<file path="src/rtl/fp_conv_pipe.sv">
// fp_conv_pipe: two-stage valid/ready float format converter with RNE rounding, specials and exception flags
// Ports: clk, rst_n (async active-low); in_valid/in_ready/in_data {sign,exp,mant} in INX/INM format;
//        out_valid/out_ready/out_data {sign,exp,mant} in ONX/ONM format; out_flags {invalid,overflow,underflow,inexact}
module fp_conv_pipe #(
  parameter int INX = 8,
  parameter int INM = 23,
  parameter int ONX = 5,
  parameter int ONM = 10
) (
  input  logic                 clk,
  input  logic                 rst_n,
  input  logic                 in_valid,
  output logic                 in_ready,
  input  logic [INX+INM:0]     in_data,
  output logic                 out_valid,
  input  logic                 out_ready,
  output logic [ONX+ONM:0]     out_data,
  output logic [3:0]           out_flags
);
  localparam int IW = INX + INM + 1;
  localparam int OW = ONX + ONM + 1;
  localparam int EW = INX + ONX + 2;
  localparam int IB = 2 ** (INX - 1) - 1;
  localparam int OB = 2 ** (ONX - 1) - 1;
  localparam logic signed [EW-1:0] EMAX = EW'(2 ** ONX - 1);
  localparam logic [ONM-1:0] QNAN = ONM'(1) << (ONM - 1);
  logic s1_valid, s2_valid, s1_load, s2_load;
  logic s1_sign, s1_zero, s1_sub, s1_inf, s1_nan, s1_snan, s1_g, s1_s;
  logic signed [EW-1:0] s1_e, e2;
  logic [ONM-1:0] s1_kept, kept;
  logic [INX-1:0] exp_in;
  logic [INM-1:0] man_in;
  logic [ONM:0] sum;
  logic [OW-1:0] res;
  logic [3:0] flg;
  logic g, s, up, ovf, unf;

  assign s2_load = !s2_valid | out_ready;
  assign s1_load = !s1_valid | s2_load;
  assign in_ready = s1_load;
  assign out_valid = s2_valid;
  assign exp_in = in_data[INX+INM-1:INM];
  assign man_in = in_data[INM-1:0];

  generate
    if (ONM >= INM) begin : g_wide
      assign kept = ONM'(man_in) << (ONM - INM);
      assign g = 1'b0;
      assign s = 1'b0;
    end else begin : g_narrow
      // sticky covers every bit below the guard bit
      localparam logic [INM-1:0] SMASK = (INM'(1) << (INM - ONM - 1)) - INM'(1);
      assign kept = man_in[INM-1 -: ONM];
      assign g = man_in[INM-ONM-1];
      assign s = |(man_in & SMASK);
    end
  endgenerate

  always_ff @(posedge clk or negedge rst_n)
    if (!rst_n) begin
      s1_valid <= 1'b0;
      {s1_sign, s1_zero, s1_sub, s1_inf, s1_nan, s1_snan, s1_g, s1_s} <= '0;
      s1_e <= '0;
      s1_kept <= '0;
    end else if (s1_load) begin
      s1_valid <= in_valid;
      if (in_valid) begin
        s1_sign <= in_data[IW-1];
        s1_zero <= exp_in == '0 && man_in == '0;
        s1_sub <= exp_in == '0 && man_in != '0;
        s1_inf <= &exp_in && man_in == '0;
        s1_nan <= &exp_in && man_in != '0;
        s1_snan <= &exp_in && man_in != '0 && !man_in[INM-1];
        s1_e <= EW'(exp_in) - EW'(IB) + EW'(OB);
        s1_kept <= kept;
        s1_g <= g;
        s1_s <= s;
      end
    end

  always_comb begin
    up = s1_g & (s1_s | s1_kept[0]);
    sum = {1'b0, s1_kept} + (ONM+1)'(up);
    e2 = s1_e + EW'(sum[ONM]);
    ovf = e2 >= EMAX;
    unf = e2[EW-1] | (e2 == '0);
    // on a rounding carry the low mantissa bits of sum are already zero
    res = s1_nan ? {s1_sign, {ONX{1'b1}}, QNAN} :
          (s1_inf | ovf) ? {s1_sign, {ONX{1'b1}}, {ONM{1'b0}}} :
          (s1_zero | s1_sub | unf) ? {s1_sign, {(OW-1){1'b0}}} :
          {s1_sign, e2[ONX-1:0], sum[ONM-1:0]};
    flg = s1_nan ? {s1_snan, 3'b000} :
          (s1_inf | s1_zero) ? 4'b0000 :
          (s1_sub | unf) ? 4'b0011 :
          ovf ? 4'b0101 :
          {3'b000, s1_g | s1_s};
  end

  always_ff @(posedge clk or negedge rst_n)
    if (!rst_n) begin
      s2_valid <= 1'b0;
      out_data <= '0;
      out_flags <= '0;
    end else if (s2_load) begin
      s2_valid <= s1_valid;
      if (s1_valid) begin
        out_data <= res;
        out_flags <= flg;
      end
    end
endmodule
</file>
<file path="config.mk">
export PLATFORM = sky130hd
export DESIGN_NAME = fp_conv_pipe
export DESIGN_NICKNAME = d
export VERILOG_FILES = /design/src/rtl/fp_conv_pipe.sv
export SDC_FILE = /design/constraint.sdc
export NUM_CORES = 1
export LEC_CHECK = 0
export CAP_MARGIN = 20
export CORE_ASPECT_RATIO = 0.7
export CORE_UTILIZATION = 51
export CTS_CLUSTER_DIAMETER = 40
export DETAILED_ROUTE_END_ITERATION = 7
export HOLD_SLACK_MARGIN = 0.15
export MAX_ROUTING_LAYER = met4
export PLACE_DENSITY = 0.76
export SETUP_SLACK_MARGIN = 0.02
export SYNTH_ARGS = -nofsm -noshare
export SYNTH_HDL_FRONTEND = slang
export SYNTH_SLANG_ARGS = --single-unit
export TNS_END_PERCENT = 1
</file>
<file path="constraint.sdc">
create_clock -name clk -period 3.8 [get_ports clk]
set_input_delay 0.57 -clock clk [delete_from_list [all_inputs] [get_ports clk]]
set_output_delay 0.57 -clock clk [all_outputs]
set_load 0.01 [all_outputs]
</file>
==> results of run 1 <==
==> layout make-up <==
type,count,area share (%)
inverters,9,0.943
well taps,72,2.51
clock buffers,5,1.92
multi-input cells,221,41.4
flip-flops and latches,50,34.9
repair buffers,62,17.2
clock inverters,3,1.12
==> report_power, final <==
group	leakage (nW)	total [W]	internal, W	switching [W]
Sequential	0.612	0.000676	0.000600	0.0000752
Clock	0.0579	0.000372	0.000194	0.000178
Combinational	0.773	0.000361	0.000198	0.000163
==> critical path, stage by stage (launching register included) <==
cell and delay [ns]:
dfrtp_1 0.40, o21a_1 0.19, ha_1 0.20, ha_1 0.21
nand3_1 0.11, nor2_1 0.08, and3_1 0.20, and3_1 0.20
ha_1 0.21, ha_2 0.24, and4_4 0.21, a211oi_2 0.24
a211oi_1 0.09, a31oi_2 0.23, nand3_2 0.19, o32a_1 0.36
==> path summary, 6_finish.rpt <==
| path | from | endpoint | slack, ns | depth (start not counted) |
|---|---|---|---|---|
| min in group clk | s1_sign$_DFFE_PN0P_ | out_data[15]$_DFFE_PN0P_ | 0.47 | 2 |
| min | rst_n | out_data[15]$_DFFE_PN0P_ | 0.19 | 1 |
| max | s1_s$_DFFE_PN0P_ | out_data[14]$_DFFE_PN0P_ | 0.33 | 15 |
| max in group asynchronous | rst_n | s1_e[0]$_DFFE_PN0P_ | 2.85 | 2 |
| max reg2reg | s1_s$_DFFE_PN0P_ | out_data[14]$_DFFE_PN0P_ | 0.33 | 15 |
| min reg2reg | s1_sign$_DFFE_PN0P_ | out_data[15]$_DFFE_PN0P_ | 0.47 | 2 |
==> flip-flops by register name, summed over array words and instances (netlist names) <==
| register | count |
|---|---|
| s1_sign | 1 |
| s1_g | 1 |
| s1_zero | 1 |
| s1_snan | 1 |
| s1_kept | 10 |
| out_data | 16 |
| s1_sub | 1 |
| s1_valid | 1 |
| s1_nan | 1 |
| s1_e | 10 |
| out_flags | 4 |
| s1_s | 1 |
| out_valid | 1 |
| s1_inf | 1 |
==> kinds of logic (layout without fill, tap and decap cells) <==
kind of cell | after synthesis | count (layout)
AND/OR/NAND/NOR | 118 | 118
adder cells (fa/ha/maj) | 6 | 6
multiplexers | 17 | 17
flip-flops | 50 | 50
XOR/XNOR | 21 | 21
buffers and inverters | 25 | 79
AO/OA/AOI/OAI | 59 | 59
==> through the flow <==
stage	utilization [%]	hold WS, ns
2_1_floorplan	-	0.274
3_3_place_gp	65.6	0.445
3_5_place_dp	65.6	0.456
4_1_cts	67.6	0.207
5_1_grt	67.8	0.222
6_report	67.8	0.194
==> what timing repair did <==
| action | in CTS | in global routing |
|---|---|---|
| setup endpoints to repair | 0 | 11 |
| hold buffers | 0 | 0 |
| gates resized for setup | 0 | 2 |
| buffers inserted | 0 | 0 |
==> cells in the final DEF (no fill, tap or decap), drive strengths merged, types with 4 or more instances in the layout <==
cell | Yosys | final
a21oi | 11 | 11
and3 | 7 | 7
buf | 8 | 6
clkbuf | 8 | 5
clkdlybuf4s50 | 0 | 56
dfrtp | 50 | 50
ha | 6 | 6
inv | 9 | 9
mux2 | 15 | 15
nand2 | 38 | 38
nand2b | 4 | 4
nand3 | 18 | 18
nand4 | 6 | 6
nor2 | 10 | 10
nor2b | 5 | 5
nor3 | 7 | 7
nor4 | 6 | 6
o21ai | 26 | 26
o32a | 5 | 5
xnor2 | 13 | 13
xor2 | 8 | 8
==> metal layers <==
layer	wire length [um]	track usage [%]	up-vias
met2	2510	32.0	77
met3	348	3.57	5
met1	3530	38.3	1124
met4	44	4.17	0
li1	-	-	1165
met5	0	-	-
==> metrics.txt, run 1 <==
status=completed; Synth Area in Compound Gates=14.2%; Core Rows=22; Final Setup Violations=0; Die ar.=5870 um^2; post-placement cell area=3470 um^2; Post-Route WL=6.44 mm; Slew Limit Headroom=51.4%; Die Y=64.4 um; synthesized net count=338; first-pass GRT wire length=10.7 mm; Max Clock Skew=0.00454 ns; register area=1250 um^2; multiplexer share of the synthesized area=6.66%; Pwr Density=393 nW/um^2; Max VDD drop=0.204 mV; FF+latch count, synth=50; Synth area leaders=dfrtp_1 44%, mux2_2 6.0%, nand2_1 5.0%; Yosys top cell by area=dfrtp_1; DRC viols=0; Max-Cap Viols=0; largest net degree at the start of global routing=32; antenna violation net count after detailed routing=0; top_reg_cell synth=dfrtp_1; Die Wd=91.1 um; initial antenna violation count=0; Seq/Total Area, Yosys=44.1%; Avg Cell Area, Syn=9.58 um^2; vias in the first global route=2121; Design Power=0.00141 W; starting density of the core=53.7%; Synth Area in Adders=2.65%; Final GP Congestion=0.833; synthesized instance count=296; first-iteration detailed-routing DRC count=116; Slew @ Worst Pin=0.723 ns; Pleak=1.44 nW; clock tree buffer depth=2; DR vias=2371; DP HPWL=4.86 mm; main combinational cell family by area after synthesis=simple AND/OR/NAND/NOR gates; Clk Latency, worst-skew pair=0.30 ns; CTS sink count=50; post-detailed-route wirelength per cell=15.3 um; Yosys cell types=50; cts bufs inserted=5; setup tns final=0 ns; final count of hold timing violations=0; critical path required time=4.00 ns; RSZ-0062 raised after global routing=no; Post-synth EDFFs=0; data arrival time of the critical path=3.67 ns; gr ovfl total=0; slack of the critical path=0.326 ns; Max Transition Viols Final=0; I/O Buffers=57; CP Launch Type=flop; Simple-Gate Fraction of Synth Area=22.0%; placed instance count=414; Fillers=427; footprint of the multi-input gates=1480 um^2; Hold WC Path Type=primary input to async pin; synthesized area=2840 um^2; pre-CTS worst setup slack=0.191 ns; achievable clock frequency=288 MHz; clk slew on worst S/H paths=0.09 ns; Yosys top cell area share=44.1%; critical path fanouts, max=10; CTS tree=done; num ports=58; crit path time final=3.47 ns; GRT Overall Usage=24.0%; Area Growth Syn to Fin=26.3%; nets=391; CP Capture Type=flop; xor/xnor cell area share of the yosys netlist=6.48%; Root Driver=clkbuf_8; synth cell count leaders=50 x dfrtp_1, 38 x nand2_1, 24 x o21ai_0, 16 x nand3_1, 15 x mux2_2; critical path class=flop to flop; layout cell share with drive strength beyond 1=11.4%; post-route cell area=3580 um^2; cell with the most instances after synthesis=dfrtp_1; # H-tree levels=2; final std cells w/o fill=422; Syn. warnings=0; ant diodes=0; FFs w/ async S/R, synth=100%; vias per cell=5.62; fin crit share=91.4%; core area=5290 um^2; TritonRoute pass-1 iters=4
No activity file was read; power rests on OpenSTA's default activity.
==> inputs of run 2 (changes only) <==
--- a/config.mk
+++ b/config.mk
@@ -14,6 +14,7 @@
 export MAX_ROUTING_LAYER = met4
 export PLACE_DENSITY = 0.76
 export SETUP_SLACK_MARGIN = 0.02
+export SKIP_CTS_REPAIR_TIMING = 1
 export SYNTH_ARGS = -nofsm -noshare
 export SYNTH_HDL_FRONTEND = slang
 export SYNTH_SLANG_ARGS = --single-unit
==> results of run 2 <==
The final DEF is identical to that of run 1; final timing and power are the same.
